$ cat config.mk
export PLATFORM = sky130hd
export DESIGN_NAME = hdmi_reset_sequencer
export DESIGN_NICKNAME = d
export VERILOG_FILES = /design/src/rtl/hdmi_reset_sequencer_pkg.sv /design/src/rtl/hdmi_reset_sequencer_sync_2ff.sv /design/src/rtl/hdmi_reset_sequencer.sv
export SDC_FILE = /design/constraint.sdc
export NUM_CORES = 1
export LEC_CHECK = 0
export CAP_MARGIN = 20
export CORE_UTILIZATION = 55
export DETAILED_ROUTE_END_ITERATION = 10
export PLACE_DENSITY = 0.79
export SETUP_SLACK_MARGIN = 0.05
export SLEW_MARGIN = 0
export SYNTH_ARGS = -nofsm -noshare
export SYNTH_HDL_FRONTEND = slang
export SYNTH_HIERARCHICAL = 1
export SYNTH_SLANG_ARGS = --single-unit
export TNS_END_PERCENT = 5
$ cat constraint.sdc
create_clock -name clk -period 6.2 [get_ports clk]
set_input_delay 1.24 -clock clk [delete_from_list [all_inputs] [get_ports clk]]
set_output_delay 1.24 -clock clk [all_outputs]
set_load 0.02 [all_outputs]
$ cat src/rtl/hdmi_reset_sequencer_pkg.sv
// Shared definitions for the HDMI reset sequencer: state encoding, the default
// board clock frequency and a small sizing helper.
package hdmi_reset_sequencer_pkg;

   typedef enum logic [2:0] {
      ST_WAIT_LOCK  = 3'd0,
      ST_STABLE     = 3'd1,
      ST_REL_SERDES = 3'd2,
      ST_REL_ENC    = 3'd3,
      ST_RUNNING    = 3'd4,
      ST_FAULT      = 3'd5
   } seq_state_t;

   // 27 MHz board oscillator feeding hdmi_pll
   localparam int DEFAULT_CLK_FREQ = 27_000_000;

   function automatic int max_int(input int a, input int b);
      return (a > b) ? a : b;
   endfunction

endpackage

$ cat src/rtl/hdmi_reset_sequencer_sync_2ff.sv
// Two-flop synchronizer for a single asynchronous status bit. Both flops reset
// to 0 so a "good" status is never reported straight out of reset.
module sync_2ff (
   input  logic clk,
   input  logic rst_n,
   input  logic async_in,
   output logic sync_out
);

   logic meta;

   // First flop may go metastable; second flop gives it a full cycle to settle
   always_ff @(posedge clk or negedge rst_n) begin
      if (!rst_n) begin
         meta     <= 1'b0;
         sync_out <= 1'b0;
      end else begin
         meta     <= async_in;
         sync_out <= meta;
      end
   end

endmodule

$ cat src/rtl/hdmi_reset_sequencer.sv
// HDMI pipeline bring-up sequencer. Waits for a stable PLL lock, then releases
// serializer, TMDS encoder and timing generator resets in order. Lock loss
// tears everything down and counts a retry; too many retries latch FAULT.
module hdmi_reset_sequencer
   import hdmi_reset_sequencer_pkg::*;
#(
   parameter int CLK_FREQ           = DEFAULT_CLK_FREQ,
   parameter int LOCK_STABLE_CYCLES = 27_000,
   parameter int STAGE_GAP_CYCLES   = 16,
   parameter int RETRY_LIMIT        = 3,
   localparam int RETRY_W           = $clog2(RETRY_LIMIT + 2)
) (
   input  logic               clk,
   input  logic               rst_n,
   input  logic               pll_locked,
   input  logic               restart,
   input  logic               clear_fault,
   output logic               rst_serdes_n,
   output logic               rst_encoder_n,
   output logic               rst_timing_n,
   output logic               video_ready,
   output logic               fault,
   output logic [RETRY_W-1:0] retry_cnt,
   output logic               led
);

   localparam int CNT_W = $clog2(max_int(LOCK_STABLE_CYCLES, STAGE_GAP_CYCLES) + 1);
   localparam int LED_W = $clog2(CLK_FREQ);

   // The WAIT_LOCK cycle that first sees lock counts as the first stable cycle,
   // so the window counter starts one short of the full length.
   localparam logic [CNT_W-1:0]   STABLE_LOAD    = CNT_W'(LOCK_STABLE_CYCLES - 1);
   localparam logic [CNT_W-1:0]   GAP_LOAD       = CNT_W'(STAGE_GAP_CYCLES);
   localparam logic [CNT_W-1:0]   CNT_ONE        = CNT_W'(1);
   localparam logic [LED_W-1:0]   LED_RUN_TERM   = LED_W'(CLK_FREQ / 2 - 1);
   localparam logic [LED_W-1:0]   LED_FAULT_TERM = LED_W'(CLK_FREQ / 8 - 1);
   localparam logic [RETRY_W-1:0] RETRY_MAX      = RETRY_W'(RETRY_LIMIT);
   localparam logic [RETRY_W-1:0] RETRY_SAT      = RETRY_W'(RETRY_LIMIT + 1);

   seq_state_t       state;
   logic [CNT_W-1:0] cnt;
   logic [LED_W-1:0] led_cnt;
   logic             lock_s;
   logic             lock_loss;

   sync_2ff u_lock_sync (
      .clk      (clk),
      .rst_n    (rst_n),
      .async_in (pll_locked),
      .sync_out (lock_s)
   );

   // Lock only matters once the sequence has started counting or releasing
   assign lock_loss = !lock_s && ((state == ST_STABLE) || (state == ST_REL_SERDES) ||
                                  (state == ST_REL_ENC) || (state == ST_RUNNING));

   // Sequencer FSM with shared stage counter, retry counter and LED blinker
   always_ff @(posedge clk or negedge rst_n) begin
      if (!rst_n) begin
         state         <= ST_WAIT_LOCK;
         cnt           <= '0;
         led_cnt       <= '0;
         led           <= 1'b0;
         rst_serdes_n  <= 1'b0;
         rst_encoder_n <= 1'b0;
         rst_timing_n  <= 1'b0;
         video_ready   <= 1'b0;
         fault         <= 1'b0;
         retry_cnt     <= '0;
      end else begin
         led_cnt <= '0;
         led     <= 1'b0;
         if (state == ST_FAULT) begin
            if (clear_fault) begin
               state     <= ST_WAIT_LOCK;
               cnt       <= '0;
               fault     <= 1'b0;
               retry_cnt <= '0;
            end else if (led_cnt == LED_FAULT_TERM) begin
               led <= ~led;
            end else begin
               led     <= led;
               led_cnt <= led_cnt + LED_W'(1);
            end
         end else if (lock_loss) begin
            state         <= ST_WAIT_LOCK;
            cnt           <= '0;
            rst_serdes_n  <= 1'b0;
            rst_encoder_n <= 1'b0;
            rst_timing_n  <= 1'b0;
            video_ready   <= 1'b0;
            if (state != ST_STABLE) begin
               if (retry_cnt != RETRY_SAT) begin
                  retry_cnt <= retry_cnt + RETRY_W'(1);
               end
               if (retry_cnt == RETRY_MAX) begin
                  state <= ST_FAULT;
                  fault <= 1'b1;
               end
            end
         end else if (restart) begin
            state         <= ST_WAIT_LOCK;
            cnt           <= '0;
            rst_serdes_n  <= 1'b0;
            rst_encoder_n <= 1'b0;
            rst_timing_n  <= 1'b0;
            video_ready   <= 1'b0;
         end else begin
            case (state)
               ST_WAIT_LOCK: begin
                  cnt <= '0;
                  if (lock_s) begin
                     if (LOCK_STABLE_CYCLES == 1) begin
                        state        <= ST_REL_SERDES;
                        cnt          <= GAP_LOAD;
                        rst_serdes_n <= 1'b1;
                     end else begin
                        state <= ST_STABLE;
                        cnt   <= STABLE_LOAD;
                     end
                  end
               end
               ST_STABLE: begin
                  if (cnt == CNT_ONE) begin
                     state        <= ST_REL_SERDES;
                     cnt          <= GAP_LOAD;
                     rst_serdes_n <= 1'b1;
                  end else begin
                     cnt <= cnt - CNT_ONE;
                  end
               end
               ST_REL_SERDES: begin
                  if (cnt == CNT_ONE) begin
                     state         <= ST_REL_ENC;
                     cnt           <= GAP_LOAD;
                     rst_encoder_n <= 1'b1;
                  end else begin
                     cnt <= cnt - CNT_ONE;
                  end
               end
               ST_REL_ENC: begin
                  if (cnt == CNT_ONE) begin
                     state        <= ST_RUNNING;
                     cnt          <= '0;
                     rst_timing_n <= 1'b1;
                     video_ready  <= 1'b1;
                  end else begin
                     cnt <= cnt - CNT_ONE;
                  end
               end
               ST_RUNNING: begin
                  if (led_cnt == LED_RUN_TERM) begin
                     led <= ~led;
                  end else begin
                     led     <= led;
                     led_cnt <= led_cnt + LED_W'(1);
                  end
               end
               default: begin
                  state         <= ST_WAIT_LOCK;
                  cnt           <= '0;
                  rst_serdes_n  <= 1'b0;
                  rst_encoder_n <= 1'b0;
                  rst_timing_n  <= 1'b0;
                  video_ready   <= 1'b0;
               end
            endcase
         end
      end
   end

endmodule

# ---- Yosys cells after proc, flatten, opt, wreduce, memory -nomap -nowiden
# Cells that the tools add are included.
dict set report totals {
  out_inout_bits 9
  mem_bits_ro 0
  latchBits 0
  input_bits 5
  word_cells 115
  memories 0
  ramBits 0
  regBits 53
}
dict set report op_classes {
  n_lt_le_gt_ge 0
  n_shift 0
  n_bitwise 2
  mux 52
  n_mul 0
  reduce_logical 22
  div_mod_pow 0
  n_eq_ne 25
  n_addsub 3
}
# cell count
set op_table {}
lappend op_table {{$mux W25} 7}
lappend op_table {{$mux W15} 7}
lappend op_table {{$pmux W15 S4} 1}
lappend op_table {{$mux W3} 14}
lappend op_table {{$add A25 B1 Y25 const B} 1}
lappend op_table {{$eq A25 B22 Y1 const B} 1}
lappend op_table {{$eq A25 B24 Y1 const B} 1}
lappend op_table {{$ne A5 B3 Y1 const B} 4}
lappend op_table {{$mux W1} 19}
lappend op_table {{$ne A4 B3 Y1 const B} 4}
lappend op_table {{$eq A15 B1 Y1 const B} 1}
lappend op_table {{$pmux W3 S5} 1}
lappend op_table {{$sub A15 B1 Y15 const B} 1}
lappend op_table {{$ne A3 B1 Y1 const B} 4}
lappend op_table {{$reduce_or A4 Y1} 3}
lappend op_table {{$eq A3 B2 Y1 const B} 3}
lappend op_table {{$reduce_and A3 Y1} 3}
lappend op_table {{$reduce_and A4 Y1} 2}
lappend op_table {{$reduce_bool A2 Y1} 4}
lappend op_table {{$eq A3 B3 Y1 const B} 2}
lappend op_table {{$pmux W1 S2} 3}
lappend op_table {{$reduce_and A6 Y1} 1}
lappend op_table {{$ne A5 B4 Y1 const B} 1}
lappend op_table {{$reduce_and A2 Y1} 2}
lappend op_table {{11 further kinds} 14}

# ---- Logic depth before layout (Yosys ltp)
dict set report depth {
  ltp_word 7
  mapped_depth 8
  mapped_depth_nobuf 7
}

# ---- By module
# Netlist, hierarchy kept.
# module instances area_per_inst_um2 cells_per_inst seq_area_each_um2
set by_module_without_submodules {}
lappend by_module_without_submodules {hdmi_reset_sequencer 1 2957.8 334 1276.2}
lappend by_module_without_submodules {sync_2ff 1 50.0 2 50.0}

# ---- Worst setup path before layout
# Ideal clock, no wire load.
dict set report synth_path {
  path_kind {input to register}
  from {input port restart}
  to {register cnt[3]}
  required_ps 6118
  arrival_time_ps 2335
  path_stages 6
  setup_ps 82
  setup_slack_ps 3783
  path_buffers 1
  cell_sequence {nor2b_1 nand2b_1 a21oi_1 clkbuf_1 nand3_1 a31oi_1}
}
dict set report synth_via {
  elab_chain_cells 3
  word_cells_on_any_way 5
  classes_between {1 x eq/ne; 3 x mux; 1 x reduce/logical}
}
# item line
set synth_lines {}
lappend synth_lines {{from (decl)} hdmi_reset_sequencer.sv:16} ;# input logic restart,
lappend synth_lines {{$mux W15} hdmi_reset_sequencer.sv:101} ;# end else if (restart) begin
lappend synth_lines {{$mux W15} hdmi_reset_sequencer.sv:85} ;# end else if (lock_loss) begin
lappend synth_lines {{$mux W15} hdmi_reset_sequencer.sv:73} ;# if (state == ST_FAULT) begin
lappend synth_lines {{to (signal assigned)} hdmi_reset_sequencer.sv:129} ;# cnt <= cnt - CNT_ONE;
lappend synth_lines {{to (signal assigned)} hdmi_reset_sequencer.sv:138} ;# cnt <= cnt - CNT_ONE;
lappend synth_lines {{to (signal assigned)} hdmi_reset_sequencer.sv:148} ;# cnt <= cnt - CNT_ONE;
lappend synth_lines {{to (decl)} hdmi_reset_sequencer.sv:41} ;# logic [CNT_W-1:0] cnt;
# Parallel ways exist; a longest one is shown, timed or not.
# A chain may end at the register's enable or synchronous reset.

# ---- Worst setup path after layout
dict set report layout_path {
  from {input port restart}
  to {register cnt[11]}
}
# The elaborated chain is that of the path after synthesis.

==> results.ini <==
[status]
status=complete, no violations

[layout]
ff_latch_area_um2=1330
final_util_pct=63.7
nNetsFinal=358
fillers=423
drive_above_1_share_pct=7.76
antenna_cells=0
multi_input_area_um2=1580
area_growth_pct=9.53

[logic_synthesis]
synth-edff-count=0
synth-seq-area-share_pct=44.1
synth_area_leaders=dfrtp_1, nor2_1, xor2_1
yosys.area.top_type=dfrtp_1
synth_top_flop_cell=dfrtp_1
synth_top_area_share_pct=44.1
ys_ff_latch=53
netlist-cell-type-count=51
synthCells=336
avgSynthCellArea_um2=8.95
async_reset_ff_share_pct=100
syn_nets=347
yosys_warnings=6
synth_area_um2=3010

[clock_tree]
clk_latency_ns=0.31
hold_buffers=0
cts_tree=built
cts-root-buf=clkbuf_8
cts_buffer_depth=2
cts_setup_buffers=0
cts.sinks=53
post_cts_resized=0
cts.clk_slew.worst_paths_ns=0.11
numCtsBuffers=5
htreeDepth=2

[sta]
final_max_slew_viol_count=0
fin_crit_ns=3.10
final-hold-violation-count=0
rsz0062_at_grt=false
timing.slew.headroom_pct=55.4
setup_slack_ns=3.10
max_freq_mhz=323
setup_violations=0
max_slew.worst_pin.slew_ns=0.669
period_share_pct=50.0
finalSetupTns_ns=0
finClkSkew_ns=0.0101

[critical_path]
cp_data_required_time_ns=6.45
path_max_fanout=13
crit_end=cnt[11]
reg2reg_depth=8
startpoint_type=input port
cp.arrival_ns=3.35
cp-end-kind=flip-flop
crit_start=restart
reg2reg_to=cnt[6]
critical_path_class=in -> reg
worstReg2RegStart=cnt[1]
rrSetupSlack_ns=3.60

[global_routing]
grt_pass1_wl_mm=10.9
overflow=0
track_usage_pct=23.3
grt_max_degree=54
grt_pass1_vias=2345
antenna_found_initial=0

[worst_hold_path]
hold_class=reg -> reg
hp-start=u_lock_sync/meta

[power_and_ir_drop]
switchingPower_uw=305
p_comb_share_pct=26.6
p_per_area_nw_per_um2=261
swShare_pct=35.5
internal-power_uw=555
clkPwrFrac_pct=23.9
peakVddDrop_mv=0.123
power.leakage_uw=0.00133
power_frac_seq_pct=49.5

[detailed_routing]
drt_iter0_markers=258
avgRoutedWirePerCell_um=15.1
wl_met3_um=242
routed_wl_mm=6.32
routed-wl-met2_mm=2.88
drc_errors=0
routed.top_layer=met4
m1WireLength_mm=3.10
antenna_left=0
vias=2464
dr.pass1.iters=4
vias_per_cell=5.89

[floorplan]
dieArea_um2=5770
coreArea_um2=5170
die-width_um=76.0
die_height_um=76.0
core.rowCount=26
initial_core_util_pct=58.2
ios=14

[placement]
gp_congestion=0.882
portBuffers=13
dp_hpwl_mm=4.30
dp_slack_ns=2.31

[job]
drv_cap=0

==> sequential cells by signal, indices dropped and copies added (netlist names) <==
name / count
led_cnt: 25
cnt: 15
retry_cnt: 3
state: 3
fault: 1
led: 1
rst_encoder_n: 1
rst_serdes_n: 1
u_lock_sync/meta: 1
u_lock_sync/sync_out: 1
video_ready: 1
==> critical path, cell delays in order <==
cell             delay, ns
clkdlybuf4s50_1       0.54
nor2b_1               0.25
nand2b_1              0.26
a21oi_1               0.37
buf_4                 0.26
nor4b_1               0.27
a211o_1               0.14
==> stage by stage <==
stage	hold slack, ns	total power, µW	cells	area (µm²)
after floorplan	0.331	612	336	3010
after global placement	0.342	646	408	3190
after detailed placement	0.336	655	408	3190
after CTS	0.351	863	416	3280
after global routing	0.360	912	418	3290
final	0.353	860	418	3290
==> Yosys cell counts (2+ instances only) <==
| master | n |
|---|---|
| a211oi_1 | 3 |
| a21oi_1 | 18 |
| a31oi_1 | 13 |
| and3_1 | 5 |
| and4_1 | 2 |
| clkbuf_1 | 13 |
| dfrtp_1 | 53 |
| ha_1 | 6 |
| inv_1 | 9 |
| mux2_2 | 2 |
| nand2_1 | 29 |
| nand2b_1 | 3 |
| nand3_1 | 18 |
| nand4_1 | 6 |
| nor2_1 | 46 |
| nor2b_1 | 8 |
| nor3_1 | 10 |
| nor3b_1 | 3 |
| nor4_1 | 4 |
| o211ai_1 | 2 |
| o21a_1 | 4 |
| o21ai_0 | 13 |
| or2_2 | 3 |
| or3_1 | 6 |
| or4_1 | 5 |
| or4_4 | 2 |
| or4bb_1 | 2 |
| xnor2_1 | 10 |
| xor2_1 | 16 |
==> worst min path at each step <==
| stage | depth (start not counted) | endpoint |
|---|---|---|
| 2_1_floorplan | 0 | u_lock_sync/sync_out |
| 3_3_place_gp | 0 | u_lock_sync/sync_out |
| 3_5_place_dp | 0 | u_lock_sync/sync_out |
| 4_1_cts | 0 | u_lock_sync/sync_out |
| 5_1_grt | 0 | u_lock_sync/sync_out |
| 6_report | 0 | u_lock_sync/sync_out |
==> cells by family after synthesis <==
| logic type | count (synthesis) | synth area share, % |
|---|---|---|
| AOI/OAI and AO/OA | 63 | 13.0 |
| xor gates and xnor gates | 26 | 7.57 |
| adders and majority gates | 7 | 2.83 |
| buffers and inverters | 24 | 3.37 |
| DFF | 53 | 44.1 |
| muxes | 3 | 1.08 |
| and+or+nand+nor | 160 | 28.0 |
==> metal layers <==
| layer | GRT usage [%] | vias to the layer above |
|---|---|---|
| met4 | 9.23 | 0 |
| met5 | 0 | - |
| li1 | - | 1215 |
| met1 | 33.7 | 1176 |
| met3 | 3.73 | 10 |
| met2 | 34.9 | 63 |
==> layout by cell type, fill, tap and decap left out, drive strengths merged, types with 2 or more instances in the layout <==
cell,instances
a31oi,13
and4,2
or2,4
or3,6
o21ai,13
xnor2,10
a211oi,3
nor2,46
or4bb,2
clkdlybuf4s50,12
clkbuf,6
buf,6
o21a,4
xor2,16
a21oi,18
nor4,5
nor2b,8
clkinvlp,2
mux2,2
nand2,29
nor3,10
or4,7
dfrtp,53
nor3b,3
nand3,18
nand2b,3
and3,5
inv,10
ha,6
a221o,2
o211ai,2
nand4,6
==> cell type report <==
| type | count | area share (%) |
|---|---|---|
| inverter | 9 | 1.03 |
| timing repair buffer | 19 | 5.09 |
| clock buffer | 5 | 2.09 |
| tap | 70 | 2.66 |
| multi-input combinational | 259 | 48.1 |
| sequential | 53 | 40.3 |
| clock inverter | 3 | 0.798 |
==> power groups by stage <==
stage	clock network, µW	registers, µW	logic, µW
3_3_place_gp	0	427	219
4_1_cts	213	424	227
3_5_place_dp	0	430	225
6_report	205	426	229
5_1_grt	227	431	253
2_1_floorplan	0	409	203
Note: power is estimated with default switching activity, not from simulation.
